### src/rtl/regbank_wb16.sv
// regbank_wb16: write-back end of the register datapath.
// Write requests (select + data) enter a 2-entry in-order queue through a
// valid/ready handshake. The queue head commits into one of eight registers
// each cycle unless hold or clr is asserted. clr synchronously flushes the
// queue and zeroes all registers, and it takes priority over accept and commit.
module regbank_wb16 #(
    parameter int WIDTH = 16,
    parameter int NREG  = 8
) (
    input  logic             CLK,
    input  logic             RSTN,
    input  logic             wr_valid,
    output logic             wr_ready,
    input  logic [2:0]       wr_sel,
    input  logic [WIDTH-1:0] wr_data,
    input  logic             hold,
    input  logic             clr,
    output logic [WIDTH-1:0] q0,
    output logic [WIDTH-1:0] q1,
    output logic [WIDTH-1:0] q2,
    output logic [WIDTH-1:0] q3,
    output logic [WIDTH-1:0] q4,
    output logic [WIDTH-1:0] q5,
    output logic [WIDTH-1:0] q6,
    output logic [WIDTH-1:0] q7,
    output logic [7:0]       pending,
    output logic [1:0]       count,
    output logic             commit_valid,
    output logic [2:0]       commit_sel
);

    localparam int DEPTH = 2;

    // One-hot decode of a register select, used to build the pending mask.
    function automatic logic [7:0] sel_onehot(input logic [2:0] sel);
        sel_onehot = 8'b0000_0001 << sel;
    endfunction

    // Queue storage: entry 0 is always the head.
    logic [2:0]       ent_sel_q  [DEPTH];
    logic [2:0]       ent_sel_d  [DEPTH];
    logic [WIDTH-1:0] ent_data_q [DEPTH];
    logic [WIDTH-1:0] ent_data_d [DEPTH];
    logic [1:0]       count_q;
    logic [1:0]       count_d;

    // Register file and commit report.
    logic [WIDTH-1:0] regs_q [NREG];
    logic [WIDTH-1:0] regs_d [NREG];
    logic             commit_valid_q;
    logic             commit_valid_d;
    logic [2:0]       commit_sel_q;
    logic [2:0]       commit_sel_d;

    logic             accept_s;
    logic             commit_s;
    logic [1:0]       fill_s;

    // Handshake and commit decisions; ready ignores hold and same-cycle commits.
    always_comb begin
        wr_ready = (count_q != 2'd2) && !clr;
        accept_s = wr_valid && wr_ready;
        commit_s = (count_q != 2'd0) && !hold && !clr;
    end

    // Pending mask: OR of one-hot selects over the occupied queue entries.
    always_comb begin
        pending = 8'h00;
        if (count_q != 2'd0) begin
            pending = pending | sel_onehot(ent_sel_q[0]);
        end else begin
            pending = 8'h00;
        end
        if (count_q == 2'd2) begin
            pending = pending | sel_onehot(ent_sel_q[1]);
        end else begin
            pending = pending;
        end
    end

    // Next state: clr flushes everything; otherwise pop the head on commit,
    // then append an accepted request at the first free slot.
    always_comb begin
        ent_sel_d      = ent_sel_q;
        ent_data_d     = ent_data_q;
        count_d        = count_q;
        regs_d         = regs_q;
        commit_valid_d = 1'b0;
        commit_sel_d   = commit_sel_q;
        fill_s         = count_q;
        if (clr) begin
            count_d = 2'd0;
            for (int i = 0; i < NREG; i++) begin
                regs_d[i] = {WIDTH{1'b0}};
            end
        end else begin
            if (commit_s) begin
                regs_d[ent_sel_q[0]] = ent_data_q[0];
                ent_sel_d[0]         = ent_sel_q[1];
                ent_data_d[0]        = ent_data_q[1];
                fill_s               = count_q - 2'd1;
                commit_valid_d       = 1'b1;
                commit_sel_d         = ent_sel_q[0];
            end else begin
                fill_s = count_q;
            end
            if (accept_s) begin
                // fill_s is 0 or 1 here: accept implies count_q < 2.
                ent_sel_d[fill_s[0]]  = wr_sel;
                ent_data_d[fill_s[0]] = wr_data;
                fill_s                = fill_s + 2'd1;
            end else begin
                fill_s = fill_s;
            end
            count_d = fill_s;
        end
    end

    // State registers; reset discards queued entries and zeroes the registers.
    always_ff @(posedge CLK or negedge RSTN) begin
        if (!RSTN) begin
            for (int i = 0; i < DEPTH; i++) begin
                ent_sel_q[i]  <= 3'd0;
                ent_data_q[i] <= {WIDTH{1'b0}};
            end
            for (int i = 0; i < NREG; i++) begin
                regs_q[i] <= {WIDTH{1'b0}};
            end
            count_q        <= 2'd0;
            commit_valid_q <= 1'b0;
            commit_sel_q   <= 3'd0;
        end else begin
            ent_sel_q      <= ent_sel_d;
            ent_data_q     <= ent_data_d;
            regs_q         <= regs_d;
            count_q        <= count_d;
            commit_valid_q <= commit_valid_d;
            commit_sel_q   <= commit_sel_d;
        end
    end

    // Output mapping.
    always_comb begin
        q0           = regs_q[0];
        q1           = regs_q[1];
        q2           = regs_q[2];
        q3           = regs_q[3];
        q4           = regs_q[4];
        q5           = regs_q[5];
        q6           = regs_q[6];
        q7           = regs_q[7];
        count        = count_q;
        commit_valid = commit_valid_q;
        commit_sel   = commit_sel_q;
    end

endmodule

### config.mk
export PLATFORM = sky130hd
export DESIGN_NAME = regbank_wb16
export DESIGN_NICKNAME = d
export VERILOG_FILES = /design/src/rtl/regbank_wb16.sv
export SDC_FILE = /design/constraint.sdc
export NUM_CORES = 1
export LEC_CHECK = 0
export CAP_MARGIN = 30
export CORE_ASPECT_RATIO = 0.6
export CORE_MARGIN = 1
export CORE_UTILIZATION = 44
export DETAILED_ROUTE_END_ITERATION = 8
export MAX_ROUTING_LAYER = met4
export PLACE_DENSITY = 0.75
export SLEW_MARGIN = 15
export SYNTH_ARGS = -nofsm -noshare
export SYNTH_HDL_FRONTEND = slang
export SYNTH_SLANG_ARGS = --single-unit
### constraint.sdc
create_clock -name CLK -period 2 [get_ports CLK]
set_input_delay 0.4 -clock CLK [delete_from_list [all_inputs] [get_ports CLK]]
set_output_delay 0.4 -clock CLK [all_outputs]
set_load 0.02 [all_outputs]
# Word level (Yosys, flattened, before mapping)
# Index checks and enable logic that the tools add are counted.
# op_classes
mul	0
n_shift	2
n_reduce_logical	12
addsub	2
n_eq_ne	2
magnitude_cmp	4
n_bitwise	4
mux	25
div_mod_pow	0
# op_table
cell	count
128-bit two-way mux	2
128-bit bitwise mux	1
16-bit two-way mux	4
16-bit demux with 3-bit select	1
32-bit bitwise mux	1
32-bit two-way mux	1
16-bit demux with 1-bit select	1
8-bit two-way mux	2
1-bit by 3-bit << shifter with 8-bit output, first input constant	2
3-bit two-way mux	3
2-bit two-way mux	4
8-bit OR	1
6-bit bitwise mux	1
1-bit logical AND	6
6-bit two-way mux	1
4-bit >= comparator, second input constant	1
4-bit by 1-bit < comparator with 1-bit output, second input constant	1
3-bit inverter with 4-bit output	1
2-bit AND reduction	2
2-bit nonzero test	2
3-bit demux with 1-bit select	1
2-bit by 1-bit adder with 2-bit output, second input constant	1
2-bit equality test, second input constant	1
2-bit >= comparator, second input constant	1
other kinds (7)	9
# totals
mem_count	0
mem_bits_ro	0
output_inout_bits	143
ramBits	0
ff_bits	172
latchBits	0
word_cells	66
in_bits	24

# Depth between registers and ports, before layout
# Gate-level depths: netlist of run 1.
# depth
ltp_word	12
mapped_depth	8
depth_no_buf	5

# Least setup slack after synthesis of run 1
# Ideal clock, no wire load.
# synth_path
path_type	register to output
start	register count_q[0] (netlist: count[0])
end	output pending[6]
path_buffers	1
path_slack_ps	-233
stages_incl_launch_ff	6
t_required_ps	1600
t_arrival_ps	1833
path_cell_list	dfrtp_1 inv_1 ha_1 buf_2 or2_2 o32ai_1
# synth_between
elab_chain_len	4
elab_cells_between_ends	5
cone_classes	1 x eq/ne; 2 x mux; 1 x bitwise; 1 x reduce/logical
# synth_rtl
element	line_no	source
from (decl)	44	logic [1:0] count_q;
from (signal assigned)	136	count_q <= count_d;
2-bit nonzero test	69	if (count_q != 2'd0) begin
8-bit two-way mux	69	
8-bit OR	75	pending = pending | sel_onehot(ent_sel_q[1]);
8-bit two-way mux *	74	if (count_q == 2'd2) begin
to (decl)	26	output logic [7:0] pending,
# Every way passes the cells marked *; elsewhere a longest branch is shown, timed or not.

# Worst setup path after layout of run 1
# layout_path
start	register count_q[0] (netlist: count[0])
end	output pending[0]
# Same word-level chain as after synthesis.

==> out/results.ini, run 1 <==
[status]
run_status=finished with violations
violations=negative setup slack

[cts]
clk_latency_ns=0.43
root_buffer=clkbuf_16
cts.clk_slew.worst_paths_ns=0.07
clockBufferDepth=2
cts_sinks=172
htreeDepth=4
cts_tree=yes
numCtsBuffers=17

[place]
gp_congestion=0.842
io_buffer_count=166
place_area_sq_um=9080
place_hpwl_um=14000
place_inst=878

[layout]
fin_util=0.697
fin_area_sq_um=10300
drive_gt1_frac=0.234
fin_cells=934
syn2layout_area_growth_pct=52.3
fin_nets=749
n_antenna_cell=0
nFillCells=984

[setup_path]
start_kind=flop
end_kind=primary output
path_cells=inv_2 -> ha_4 -> or2_4 -> or3_4 -> o31ai_4 -> buf_6
required_ns=1.60
crit_path_end=pending[0]
critPathTopFamily=simple AND/OR/NAND/NOR gates
rr_worst_depth=12
worstSetupPathType=reg2out
timing.rr.start=count[0]
cp_num_cells=6
critPathBufInv=2
cp_max_fo=2
critPathMaxStageDelay_ns=0.37
cp.arrival_ns=1.80
reg2reg_slack_ns=-0.13
timing.rr.end=q0[11]
cp-startpoint=count[0]
worst_path_max_delay_cell=dfrtp_2

[timing]
rsz0062_at_grt=yes
layout_worst_path_cycle_share=1.10
max_slew.worst_pin.slew_ns=0.558
fin_ws_ns=-0.196
max_freq_mhz=455
relSlewSlack=0.628
finalHoldViolations=0
tns_ns=-9.13
layout_min_cycle_time_ns=2.20
final_max_slew_viol_count=0
skew_ns=0.0130
setup_viol=150

[routing]
dr_total_vias=5499
wirelength_um=21300
routedWlPerCell_um=22.8
drt_pre_antenna_iters=5
routed_via_density=5.89
first_iter_violations=433
drc=0
antenna_left=0

[floorplanning]
die_height_um=97.8
core-area_sq_um=14700
die_area_sq_um=15800
ioPinCount=167
die_w_um=162
start_util=0.458
rows=34

[grt]
track_usage=0.282
antenna_found_initial=0
grt_pass1_wl_um=32500
globalRouteOverflowTotal=0
grt_pass1_vias=5438
grt_max_degree=56

[synthesis]
seq_area_frac_synth=0.639
postSynthAreaPerCell_sq_um=13.2
synth_edf_count=0
syn_inst=512
synth_top_area_cell=dfrtp_1
async_reset_ff_frac=1.00
syn_nets=538
synth-seq-cells=172
yosysMostFrequentCell=dfrtp_1
synth_common_cells=172 x dfrtp_1, 128 x a22o_1, 42 x inv_1, 21 x mux2_2, 21 x nand3_1
synth_cell_type_count=37
netlist_area_sq_um=6740
yosysTopAreaCellShare=0.639
synth_ff_type=dfrtp_1
ys_warn_count=0
synth_area_leaders=dfrtp_1 64%, a22o_1 17%, mux2_2 3.5%

[power_and_ir_drop]
switching_share=0.358
p_per_area_nw_per_um2=1170
internal_power_mw=7.68
power_frac_comb=0.310
pwr-share-seq=0.413
p_switching_mw=4.28
p_total_mw=12.0
power.leakage_nw=4.64
vdd_drop_max_mv=0.782
clock_power_share=0.277

[min_path]
hold_path.class=reg2reg

[run]
maxCapViolCount=0

-- what timing repair did --
| item | CTS | global route |
|---|---|---|
| cloned | 2 | 3 |
| hold endpoints to repair | 51 | 0 |
| pin swaps | 7 | 59 |
| endpoints found under the setup margin | 30 | 177 |
| buffers inserted | 9 | 10 |
| gates resized for setup | 103 | 38 |
| hold buffers | 1 | 0 |
-- registers in the layout (all words and copies together), names as in the netlist, 3 cells and up --
signal      cells
q7             16
ent_sel_q       6
q2             16
q5             16
commit_sel      3
q6             16
q0             16
ent_data_q     32
q1             16
q3             16
q4             16
-- placed cells by master (no fill, tap or decap), types with 3 or more instances in the layout --
cell	synthesis	routed
buf_4	0	30
a31oi_1	4	3
nand2b_1	6	5
inv_1	42	40
a22o_1	128	128
nand3_1	21	21
clkdlybuf4s50_1	0	154
buf_12	0	18
clkbuf_16	0	18
a21oi_1	5	3
mux2_4	0	18
clkinvlp_4	0	4
dfrtp_1	172	170
buf_6	1	29
nor2_4	3	6
o221ai_1	19	19
inv_6	0	4
inv_8	0	3
nand2_1	5	3
mux2_2	21	3
-- worst register-to-register path, cell delays in order, from the launching register on --
cell and delay, ns:
dfrtp_2 0.37, inv_2 0.06, ha_4 0.16, buf_6 0.12, buf_6 0.12, buf_6 0.12, buf_6 0.11, nor3_2 0.17
buf_4 0.18, buf_4 0.11, a21oi_1 0.09, buf_12 0.17, a22o_1 0.24
-- metrics by stage --
step                      hold WS, ns  worst slack, ns
after CTS                       0.510           -0.227
final                           0.504           -0.196
after detailed placement        0.397           -0.283
after global routing            0.514           -0.229
after floorplan                 0.104          0.00381
after global placement          0.393           -0.283
-- kinds of logic (layout without fill, tap and decap cells) --
logic type,Yosys count,after routing,synth area share
flip-flops,172,172,0.639
AO/OA/AOI/OAI,170,170,0.214
buffers and inverters,87,311,0.0520
AND/OR/NAND/NOR,59,59,0.0550
multiplexers,22,22,0.0366
adder cells (fa/ha/maj),2,2,0.00371
-- cell type report --
cell class,count,area (sq um),area share
timing repair buffer,237,2560,0.249
clock buffer,18,439,0.0428
clock inverter,14,154,0.0150
sequential,172,4310,0.420
multi-input combinational,253,2400,0.234
tap,198,248,0.0241
inverter,42,158,0.0154
-- power groups by stage --
stage	sequential, mW	combinational [mW]	clock, mW
CTS	4.90	3.31	3.32
global route	5.01	3.92	3.49
global placement	4.90	2.70	0
detailed placement	4.93	2.81	0
floorplan	4.53	1.72	0
finish	4.94	3.71	3.31
-- routing by layer --
| metal | track usage | vias up | part of all wire |
|---|---|---|---|
| li1 | - | 2335 | - |
| met1 | 0.411 | 2867 | 0.46 |
| met2 | 0.406 | 272 | 0.45 |
| met3 | 0.0569 | 25 | 0.074 |
| met4 | 0.0668 | 0 | 0.011 |
| met5 | - | - | 0 |
-- worst min-delay path by stage --
stage,to,from,cells after the start,slack (ns)
after floorplan,commit_sel[0],RSTN,0,0.10
after global placement,q6[2],RSTN,1,0.39
after detailed placement,q6[1],RSTN,1,0.40
after CTS,q4[9],q4[9],1,0.51
after global routing,q4[9],q4[9],1,0.51
final,q4[9],q4[9],1,0.50
Note: power is estimated with default switching activity, not from simulation.
==> run 2: changes to the inputs <==
--- a/config.mk
+++ b/config.mk
@@ -10,8 +10,10 @@
 export CORE_MARGIN = 1
 export CORE_UTILIZATION = 44
 export DETAILED_ROUTE_END_ITERATION = 8
+export GPL_TIMING_DRIVEN = 0
 export MAX_ROUTING_LAYER = met4
 export PLACE_DENSITY = 0.75
+export RECOVER_POWER = 25
 export SLEW_MARGIN = 15
 export SYNTH_ARGS = -nofsm -noshare
 export SYNTH_HDL_FRONTEND = slang
==> out/results.ini, run 2 (same netlist as run 1, synthesis figures left out) <==
[status]
run_status=finished with violations
violations=negative setup slack

[layout]
syn2layout_area_growth_pct=46.7
fin_nets=748
largest_register=ent_data_q
layout_common_cells=169 x dfrtp_1, 152 x clkdlybuf4s50_1, 128 x a22o_1, 41 x inv_1, 25 x buf_6
nFillCells=1034
fin_cells=933
fin_area_sq_um=9880
n_antenna_cell=0
drive_gt1_frac=0.204
mostFrequentLayoutCell=dfrtp_1
largest_register_ffs=32

[grt]
track_usage=0.264
grt_max_degree=90
grt_pass1_vias=5104
grt_pass1_wl_um=30500
antenna_found_initial=0
globalRouteOverflowTotal=0

[cts]
cts.clk_slew.worst_paths_ns=0.07
numCtsBuffers=17
cts_tree=yes
clockBufferDepth=2
clk_latency_ns=0.42
root_buffer=clkbuf_16
htreeDepth=4
cts_sinks=172

[setup_path]
timing.rr.end=q7[8]
cp_max_fo=7
end_kind=primary output
critPathMaxStageDelay_ns=0.40
required_ns=1.60
critPathTopFamily=simple AND/OR/NAND/NOR gates
rr_worst_depth=7
reg2reg_slack_ns=-0.24
critPathBufInv=3
path_cells=inv_4 -> ha_4 -> buf_6 -> or2_4 -> or3_4 -> o31ai_4 -> buf_6
timing.rr.start=count[0]
worstSetupPathType=reg2out
worst_path_max_delay_cell=dfrtp_2
start_kind=flop
cp_common_cell=buf_6
cp.arrival_ns=1.95

[place]
place_area_sq_um=8730
io_buffer_count=166
gp_congestion=0.899
place_hpwl_um=13700
place_inst=877

[timing]
finalHoldViolations=0
layout_worst_path_cycle_share=1.18
skew_ns=0.0106
max_slew.worst_pin.slew_ns=1.20
final_max_slew_viol_count=0
setup_viol=117
fin_ws_ns=-0.351
rsz0062_at_grt=yes
max_freq_mhz=425
fin_hold_ws_ns=0.505
layout_min_cycle_time_ns=2.35
relSlewSlack=0.200

[routing]
routedWlPerCell_um=21.6
wirelength_um=20200
drc=0
drt_pre_antenna_iters=4
routed_via_density=5.74
first_iter_violations=440
dr_total_vias=5352
antenna_left=0

[min_path]
hold_path_depth=1
worstHoldStart=q7[14]
holdPathEnd=q7[14]
hold_path.class=reg2reg

[floorplanning]
die_w_um=162
ioPinCount=167
die_height_um=97.8
start_util=0.458
core-area_sq_um=14700
rows=34
die_area_sq_um=15800

[run]
maxCapViolCount=0

[power_and_ir_drop]
vdd_drop_max_mv=0.607
power.leakage_nw=4.48
p_per_area_nw_per_um2=1200

## run 2: timing repair
action / CTS / global route
endpoints found under the setup margin: 142 / 142
gates cloned: 2 / 1
hold buffers: 1 / 0
endpoints found under the hold margin: 6 / 0
setup buffers: 11 / 11
pin swaps: 6 / 10
resized for setup: 93 / 57
## run 2: worst max path at each step
stage          slack [ns]         end  cells past startpoint  startpoint
5_1_grt             -0.40  pending[0]                      7    count[0]
4_1_cts             -0.34  pending[0]                      7    count[0]
3_3_place_gp        -6.64    count[1]                      1        RSTN
6_report            -0.35  pending[0]                      7    count[0]
2_1_floorplan       0.004  pending[1]                      5    count[0]
3_5_place_dp        -0.62  pending[0]                      7    count[0]
## run 2: layer usage
layer / global-route usage / wire length [um]
met1: 0.394 / 9370
met2: 0.364 / 8860
met3: 0.0531 / 1780
met4: 0.0740 / 156
met5: - / 0
## run 2: report_power, final
| part | internal, mW | switching (mW) | total, mW | leakage (nW) |
|---|---|---|---|---|
| sequential | 4.02 | 0.371 | 4.39 | 2.32 |
| clock | 1.93 | 1.50 | 3.43 | 0.294 |
| combinational | 1.71 | 2.36 | 4.07 | 1.86 |
| total | 7.67 | 4.23 | 11.9 | 4.48 |
## run 2: final cells by class
type | count | area (sq um) | area share
Buffer | 44 | 253 | 0.0256
Clock buffer | 18 | 439 | 0.0444
Multi-Input combinational cell | 253 | 2370 | 0.240
Sequential cell | 172 | 4310 | 0.436
Clock inverter | 14 | 179 | 0.0181
Timing Repair Buffer | 192 | 1920 | 0.194
Inverter | 42 | 160 | 0.0162
Tap cell | 198 | 248 | 0.0251
## run 2: worst reg2reg max path, cell delays in order, from the launching register on
cell,delay (ns)
dfrtp_2,0.40
inv_4,0.05
ha_4,0.15
buf_6,0.13
nor2_1,0.37
a41oi_1,0.41
clkbuf_1,0.33
a22o_1,0.29
## run 2: through the flow
step / util / TNS [ns] / worst slack (ns) / power (mW)
2_1_floorplan: - / 0 / 0.00381 / 6.25
3_3_place_gp: 0.591 / -1093.66 / -6.64 / 7.44
3_5_place_dp: 0.593 / -67.13 / -0.622 / 7.58
4_1_cts: 0.655 / -20.26 / -0.341 / 11.5
5_1_grt: 0.671 / -29.16 / -0.400 / 12.4
6_report: 0.671 / -16.32 / -0.351 / 11.9
